**src/rtl/temp_monitor_pkg.sv**
```systemverilog
// Shared types and default thresholds for the temperature monitor.
// Datapath width and trip points are collected here so the top and sub-module agree.
package temp_monitor_pkg;

    localparam int unsigned TempW = 10;

    typedef logic [TempW-1:0] temp_t;

    localparam int unsigned DefFanOnTh     = 500;
    localparam int unsigned DefFanOffTh    = 480;
    localparam int unsigned DefAlarmTh     = 750;
    localparam int unsigned DefAlarmClrTh  = 720;
    localparam int unsigned DefAlarmPersist = 3;
    localparam int unsigned DefOverheatTh  = 850;

endpackage

```
**src/rtl/temp_hyst_cmp.sv**
```systemverilog
// Registered set/clear hysteresis comparator updated only on valid samples.
// set_en_i qualifies the set path; force_i pins the state high on a valid sample.
module temp_hyst_cmp
    import temp_monitor_pkg::*;
#(
    parameter int unsigned W      = TempW,
    parameter int unsigned SET_TH = DefFanOnTh,
    parameter int unsigned CLR_TH = DefFanOffTh
) (
    input  logic         clk_i,
    input  logic         rst_ni,
    input  logic         valid_i,
    input  logic [W-1:0] value_i,
    input  logic         set_en_i,
    input  logic         force_i,
    output logic         state_o
);

    localparam logic [W-1:0] SetTh = W'(SET_TH);
    localparam logic [W-1:0] ClrTh = W'(CLR_TH);

    logic state_d, state_q;

    // Between the thresholds, or above SET_TH without qualification, the state holds.
    always_comb begin
        state_d = state_q;
        if (valid_i) begin
            if (force_i || (set_en_i && (value_i >= SetTh))) begin
                state_d = 1'b1;
            end else if (value_i < ClrTh) begin
                state_d = 1'b0;
            end
        end
    end

    always_ff @(posedge clk_i or negedge rst_ni) begin
        if (!rst_ni) begin
            state_q <= 1'b0;
        end else begin
            state_q <= state_d;
        end
    end

    assign state_o = state_q;

endmodule

```
**src/rtl/temp_monitor.sv**
```systemverilog
// Temperature monitor: hysteretic fan control, persistent alarm, sticky overheat LED.
// Define TEMP_AVG_EN to decide on a 4-sample moving average instead of the raw sample.
module temp_monitor
    import temp_monitor_pkg::*;
#(
    parameter int unsigned W             = TempW,
    parameter int unsigned FAN_ON_TH     = DefFanOnTh,
    parameter int unsigned FAN_OFF_TH    = DefFanOffTh,
    parameter int unsigned ALARM_TH      = DefAlarmTh,
    parameter int unsigned ALARM_CLR_TH  = DefAlarmClrTh,
    parameter int unsigned ALARM_PERSIST = DefAlarmPersist,
    parameter int unsigned OVERHEAT_TH   = DefOverheatTh
) (
    input  logic         clk,
    input  logic         rst,
    input  logic [W-1:0] temp_in,
    input  logic         temp_valid,
    output logic [W-1:0] temp_out,
    output logic         alarm,
    output logic         fan_on,
    output logic         overheat_led
);

    localparam int unsigned      CntW       = $clog2(ALARM_PERSIST + 1);
    localparam logic [CntW-1:0]  PersistMax = CntW'(ALARM_PERSIST);
    localparam logic [W-1:0]     AlarmTh    = W'(ALARM_TH);
    localparam logic [W-1:0]     OvhTh      = W'(OVERHEAT_TH);

    logic [W-1:0] sample;

`ifdef TEMP_AVG_EN
    // Three most recent accepted samples; the incoming one is the fourth window entry.
    logic [W-1:0] win_q [3];
    logic [W-1:0] win_d [3];
    logic         filled_d, filled_q;
    logic [W+1:0] sum;

    always_comb begin
        win_d    = win_q;
        filled_d = filled_q;
        if (!filled_q) begin
            sum = {temp_in, 2'b00};
        end else begin
            sum = {2'b00, win_q[0]} + {2'b00, win_q[1]} + {2'b00, win_q[2]}
                + {2'b00, temp_in};
        end
        if (temp_valid) begin
            filled_d = 1'b1;
            if (!filled_q) begin
                win_d[0] = temp_in;
                win_d[1] = temp_in;
                win_d[2] = temp_in;
            end else begin
                win_d[2] = win_q[1];
                win_d[1] = win_q[0];
                win_d[0] = temp_in;
            end
        end
    end

    always_ff @(posedge clk or negedge rst) begin
        if (!rst) begin
            filled_q <= 1'b0;
            for (int i = 0; i < 3; i++) begin
                win_q[i] <= '0;
            end
        end else begin
            filled_q <= filled_d;
            win_q    <= win_d;
        end
    end

    assign sample = sum[W+1:2];
`else
    assign sample = temp_in;
`endif

    logic [W-1:0]    temp_out_d, temp_out_q;
    logic [CntW-1:0] cnt_d, cnt_q, cnt_inc;
    logic            ovh_d, ovh_q;
    logic            alarm_set_en;

    always_comb begin
        temp_out_d   = temp_out_q;
        cnt_d        = cnt_q;
        ovh_d        = ovh_q;
        cnt_inc      = (cnt_q == PersistMax) ? cnt_q : cnt_q + 1'b1;
        alarm_set_en = (cnt_inc == PersistMax);
        if (temp_valid) begin
            temp_out_d = sample;
            cnt_d      = (sample >= AlarmTh) ? cnt_inc : '0;
            if (sample >= OvhTh) begin
                ovh_d = 1'b1;
            end
        end
    end

    always_ff @(posedge clk or negedge rst) begin
        if (!rst) begin
            temp_out_q <= '0;
            cnt_q      <= '0;
            ovh_q      <= 1'b0;
        end else begin
            temp_out_q <= temp_out_d;
            cnt_q      <= cnt_d;
            ovh_q      <= ovh_d;
        end
    end

    // Overheat (new or already latched) forces the fan on in the same cycle it is decided.
    temp_hyst_cmp #(
        .W      (W),
        .SET_TH (FAN_ON_TH),
        .CLR_TH (FAN_OFF_TH)
    ) u_fan_cmp (
        .clk_i    (clk),
        .rst_ni   (rst),
        .valid_i  (temp_valid),
        .value_i  (sample),
        .set_en_i (1'b1),
        .force_i  (ovh_d),
        .state_o  (fan_on)
    );

    temp_hyst_cmp #(
        .W      (W),
        .SET_TH (ALARM_TH),
        .CLR_TH (ALARM_CLR_TH)
    ) u_alarm_cmp (
        .clk_i    (clk),
        .rst_ni   (rst),
        .valid_i  (temp_valid),
        .value_i  (sample),
        .set_en_i (alarm_set_en),
        .force_i  (1'b0),
        .state_o  (alarm)
    );

    assign temp_out     = temp_out_q;
    assign overheat_led = ovh_q;

endmodule

```
**config.mk**
```make
export PLATFORM = sky130hd
export DESIGN_NAME = temp_monitor
export DESIGN_NICKNAME = d
export VERILOG_FILES = /design/src/rtl/temp_monitor_pkg.sv /design/src/rtl/temp_hyst_cmp.sv /design/src/rtl/temp_monitor.sv
export SDC_FILE = /design/constraint.sdc
export NUM_CORES = 1
export LEC_CHECK = 0
export CAP_MARGIN = 0
export CORE_AREA = 5 5 42 44
export CTS_BUF_LIST = sky130_fd_sc_hd__clkbuf_4
export DETAILED_ROUTE_END_ITERATION = 10
export DIE_AREA = 0 0 47 49
export DONT_BUFFER_PORTS = 1
export GPL_TIMING_DRIVEN = 0
export PLACE_DENSITY_LB_ADDON = 0.2
export SYNTH_ARGS = -nofsm -noshare
export SYNTH_HDL_FRONTEND = slang
export SYNTH_SLANG_ARGS = --single-unit
export TNS_END_PERCENT = 100
```
**constraint.sdc**
```tcl
create_clock -name clk -period 2.55 [get_ports clk]
set_input_delay 0.3825 -clock clk [delete_from_list [all_inputs] [get_ports clk]]
set_output_delay 0.3825 -clock clk [all_outputs]
set_load 0.05 [all_outputs]
```
==> run_results.csv <==
group,metric,value,unit
worst_setup_path,critPathMaxFanout,3,
clock_network,clk_path_buf_depth,2,
synth,yosysTopAreaCell,"dfrtp_1",
drt,ant_nets,0,
clock_network,clk_pin_slew,90,ps
drt,drt-initial-drc-count,10,
synth,yosys_warnings,0,
clock_network,cts_buffers,3,
hold_path,min_path_type,"primary input to flip-flop",
clock_network,worst_skew_pair.late_latency,280,ps
worst_setup_path,worstRegToRegCells,3,
sta,period_needed,1340,ps
die,num_rows,14,
sta,hold_violations,0,
finish,num_antenna_cells,0,
sta,drv_slew,0,
worst_setup_path,crit_type,"flip-flop to output pin",
synth,yosysUniqueCellTypes,23,
worst_setup_path,end_kind,"output pin",
drt,avgViaCountPerCell,6.27,
grt,grt_pass1_vias,536,
drt,wl_per_cell,19.2,um
die,die_w,47,um
run_status,status,"finished clean",
sta,rsz0062_at_grt,"no",
clock_network,cts_max_level,1,
drt,vias,458,
synth,yosys-top-cells-area,"dfrtp_1 54%, mux2_2 15%, a41oi_4 4.0%, o311ai_2 2.3%, o32ai_2 2.3%",
finish,syn_to_final_growth,8.30,%
worst_setup_path,startpoint_type,"flip-flop",
synth,syn_nets,65,
die,chipHeight,49,um
drt,drt_wl_total,1400,um
drt,dr.pass1.iters,3,
synth,synth_edf_count,0,
grt,grt_pass1_wl,2210,um
clock_network,cts_sinks,15,
die,dieArea,0.00230,mm2
synth,synth_cells,52,
flow_run,max_cap_viol_count,0,
die,core,0.00140,mm2
placement,postPlaceCellArea,713,um2
finish,design_area,751,um2
placement,dp.final_hpwl,1110,um
sta,tightest_slew,666,ps
clock_network,cts_setup_buffers,0,
clock_network,cts-root-buf,"clkbuf_4",
sta,setup_violations,0,
power_and_ir_drop,irDropWorstVdd,0.335,mV
power_and_ir_drop,leakagePower,0.319,nW
grt,grtUsageTotal,12.8,%
placement,globalplace.congestion,0.782,
clock_network,hold_buffers,1,
worst_setup_path,worstSetupPathDepth,0,
grt,gr-total-overflow,0,
sta,min_period_over_period,52.5,%
worst_setup_path,crit_required,2170,ps
synth,synth.most_common_cell,"dfrtp_1",
sta,fin_worst_skew,4.24,ps
synth,syn_area_per_cell,13.3,um2
grt,grt_max_degree,16,
power_and_ir_drop,finalPower,0.000523,W
synth,synth_top_area_share,54.2,%
power_and_ir_drop,p_per_area,697,mW/mm2
sta,fmax,746,MHz
finish,final_layout_size_suffix_gt1_share,33.3,%
die,start_util,49.5,%
drt,drc_errors,0,
finish,finalNetCount,71,
hold_path,hold_depth,2,
synth,ys_ff_latch,15,
die,boundaryPins,26,
worst_setup_path,cp_data_arrival_time,960,ps
grt,grt_antenna_before_repair,0,
placement,io_buffers,0,
clock_network,cts_tree,"built",
synth,ys_async_sr_fraction,100,%
clock_network,ctsResizeCount,0,
sta,tns,0,ps
synth,netlist_area,693,um2
worst_setup_path,rrSetupSlack,1360,ps
synth,synth-main-ff-cell,"dfrtp_1",
synth,synth_common_cells,"15 x dfrtp_1, 9 x mux2_2, 4 x inv_1",
sta,slew_headroom,55.4,%
synth,synth_seq_area_share,54.2,%
## sequential cells by signal, summed over array words and instances (netlist names)
register,cells
u_alarm_cmp.state_o,1
cnt_q,2
temp_out,10
overheat_led,1
u_fan_cmp.state_o,1
## cells by family after synthesis
logic type | after synthesis | share of synthesized area [%]
mux | 9 | 14.6
compound gates | 15 | 21.1
flops | 15 | 54.2
buf+inv | 6 | 4.87
simple gates | 7 | 5.24
## stage by stage
stage / hold slack (ps) / utilization [%] / setup WS [ps] / cells
after global routing: 238 / 53.6 / 1170 / 73
after floorplan: 86.9 / - / 1420 / 52
final: 243 / 53.6 / 1210 / 73
after detailed placement: 87.3 / 50.9 / 1360 / 68
after global placement: 87.3 / 50.9 / 1410 / 68
after CTS: 237 / 53.6 / 1200 / 73
## worst reg2reg max path, stage by stage (launching register included)
cell and delay [ps]:
dfrtp_1 580, inv_1 120, a22oi_1 80, o32a_1 290
## path summary, 6_finish.rpt
| kind | start | to |
|---|---|---|
| min | temp_in[9] | cnt_q[1] |
| max | overheat_led | overheat_led |
| max reg2reg | u_fan_cmp.state_o | u_fan_cmp.state_o |
| min in group asynchronous | rst | overheat_led |
| max in group asynchronous | rst | temp_out[9] |
| min reg2reg | cnt_q[0] | cnt_q[0] |
## cell type report
| class | instances | area [um2] |
|---|---|---|
| Inverter | 4 | 15.0 |
| Fill cell | 127 | 651 |
| Multi-Input combinational cell | 31 | 284 |
| Buffer | 2 | 18.8 |
| Clock inverter | 1 | 5.00 |
| Clock buffer | 3 | 22.5 |
| Tap cell | 16 | 20.0 |
| Timing Repair Buffer | 1 | 10.0 |
| Sequential cell | 15 | 375 |
## where the power goes
| group | switching, W | leakage [nW] | internal [W] |
|---|---|---|---|
| registers | 0.0000800 | 0.175 | 0.000258 |
| logic | 0.0000240 | 0.126 | 0.0000291 |
| clock network | 0.0000743 | 0.0177 | 0.0000582 |
## cell usage in the layout, fill, tap and decap left out, types with 2 or more instances in the layout
| master | synthesis | layout |
|---|---|---|
| o21ai_0 | 3 | 3 |
| mux2_2 | 9 | 9 |
| inv_1 | 4 | 4 |
| nand2_1 | 2 | 2 |
| clkbuf_4 | 0 | 3 |
| dfrtp_1 | 15 | 15 |
| nand4_1 | 2 | 2 |
## layer usage
| metal | global-route usage [%] | share of wire (%) | vias up |
|---|---|---|---|
| met5 | 0 | 0 | - |
| met4 | 4.15 | 0 | 0 |
| met3 | 5.17 | 13 | 0 |
| met2 | 21.5 | 49 | 22 |
| met1 | 14.2 | 38 | 230 |
| li1 | - | - | 206 |
Note: power is estimated with default switching activity, not from simulation.
==> RTL change (config.mk and constraints unchanged) <==
Put a register stage on the output `alarm`, without a reset. The value now appears one clock later. The other outputs are not delayed to match.
--- a/src/rtl/temp_monitor.sv
+++ b/src/rtl/temp_monitor.sv
@@ -27,2 +27,4 @@
     localparam logic [W-1:0]     OvhTh      = W'(OVERHEAT_TH);
+
+    logic alarm_d;
 
@@ -135,3 +137,3 @@
         .force_i  (1'b0),
-        .state_o  (alarm)
+        .state_o  (alarm_d)
     );
@@ -141,2 +143,6 @@
 
+    always_ff @(posedge clk) begin
+        alarm <= alarm_d;
+    end
+
 endmodule
Behaviour: not the same (a bounded check fails within 4 cycles, from zero or initial values and one cycle with rst low).
==> RTL change against the original RTL <==
Largest cell class unchanged. Largest power group unchanged. Cell count grew 1.4%. Non-clock buffer count is the same. Sequential cell count grew 1. Cell area grew 3.0%. Core utilization grew 1.6 points. Total power grew 5.7%. Sequential power grew 5%. Setup slack gained 0.0052 ns. Area after synthesis grew 2.9%. Critical endpoint unchanged. Wire length shrank 5.8%.
==> RTL change: results (changes against the original RTL) <==
stage;metric;value;unit;change
outcome;status;complete, no violations;;
drt;dr.pass1.iters;2;;-1
placement;gp_congestion;0.6496;;-17%
drt;wl_met3;126;um;-30%
global_routing;grt_pass1_wl;2.173;mm;-1.6%
timing;worstMarginPinSlew;0.6442;ns;-0.02198 ns
synthesis;synth_seq_area_share;55.44;%;+1.3 points
synthesis;yosys-top-cells-area;dfrtp_1 53%, mux2_2 14%, a41oi_4 3.9%;;
synthesis;ys_types;24;;+4.3%
drt;vias;455;;-0.66%
global_routing;grtUsageTotal;12.94;%;+0.12 points
drt;post_drt_wl_per_cell;17.85;um;-7.1%
placement;place_ws;1.375;ns;+0.01235 ns
synthesis;syn-num-nets;66;;+1.5%
pwr;leakagePower;0.3277;nW;+2.8%
final_layout;final_nets;72;;+1.4%
drt;wl_met2;564;um;-19%
synthesis;synth_compound_area_share;20.53;%;-0.59 points
synthesis;async_reset_ff_share;93.75;%;-6.3 points
drt;drt-met1-wl;616;um;+16%
final_layout;drive_gt1_share;32.76;%;-0.57 points
drt;routed.top_layer;met4;;
final_layout;nFillCells;137;;+7.9%
drt;drtIter0Drc;2;;-8
pwr;ir_worst_vdd;0.0004620;V;+38%
worst_setup_path;r2r_start;u_fan_cmp.state_o;;
synthesis;synthMuxAreaShare;14.21;%;-0.41 points
timing;skew;0.004818;ns;+0.0005740 ns
global_routing;grt_pass1_vias;496;;-7.5%
-- RTL change: cell types whose count changed in the layout (fill, tap and decap cells not counted), sizes merged --
cell,delta
clkinv,-1
clkbuf,+1
dfxtp,+1
-- RTL change: worst max path at each step --
stage                                 start                end  slack (ns)  cells past startpoint
final                          overheat_led       overheat_led        1.22                      0
after global routing           overheat_led       overheat_led        1.18                      0
after CTS                      overheat_led       overheat_led        1.21                      0
after detailed placement         temp_valid        temp_out[0]        1.37                      3
after global placement           temp_valid        temp_out[0]        1.38                      3
after floorplan           u_fan_cmp.state_o  u_fan_cmp.state_o        1.42                      3
-- RTL change: cells by family (layout without fill, tap and decap cells) --
family          after synthesis  in the layout
simple gates                  7              7
buf+inv                       6             11
mux                           9              9
flops                        16             16
compound gates               15             15
-- RTL change: power by group --
| part | internal (W) | total (W) | switching [W] |
|---|---|---|---|
| clock | 0.0000714 | 0.000146 | 0.0000748 |
| sequential | 0.000275 | 0.000354 | 0.0000791 |
| combinational | 0.0000291 | 0.0000524 | 0.0000233 |
-- RTL change: what timing repair did --
action / CTS / global route
setup buffers: 0 / 0
hold buffers: 1 / 0
endpoints found under the hold margin: 15 / 0
-- RTL change: metal layers --
metal | global-route usage, % | vias to the layer above
met2 | 17.87 | 20
met4 | 4.147 | 0
met3 | 7.380 | 2
met1 | 16.82 | 226
li1 | - | 207
met5 | 0 | -
-- RTL change: through the flow --
| stage | cell area, sq um | cells | util, % | hold WS (ns) |
|---|---|---|---|---|
| after floorplan | 713.2 | 53 | - | 0.08691 |
| after global placement | 733.2 | 69 | 52.32 | 0.08725 |
| after detailed placement | 733.2 | 69 | 52.32 | 0.08726 |
| after CTS | 773.2 | 74 | 55.18 | 0.2202 |
| after global routing | 773.2 | 74 | 55.18 | 0.2232 |
| final | 773.2 | 74 | 55.18 | 0.2353 |
-- RTL change: layout make-up --
| class | instances | share of cell area (%) |
|---|---|---|
| Buffer | 2 | 2.427 |
| Tap cell | 16 | 2.589 |
| Clock buffer | 4 | 3.883 |
| Multi-Input combinational cell | 31 | 36.73 |
| Inverter | 4 | 1.942 |
| Timing Repair Buffer | 1 | 1.294 |
| Sequential cell | 16 | 51.13 |
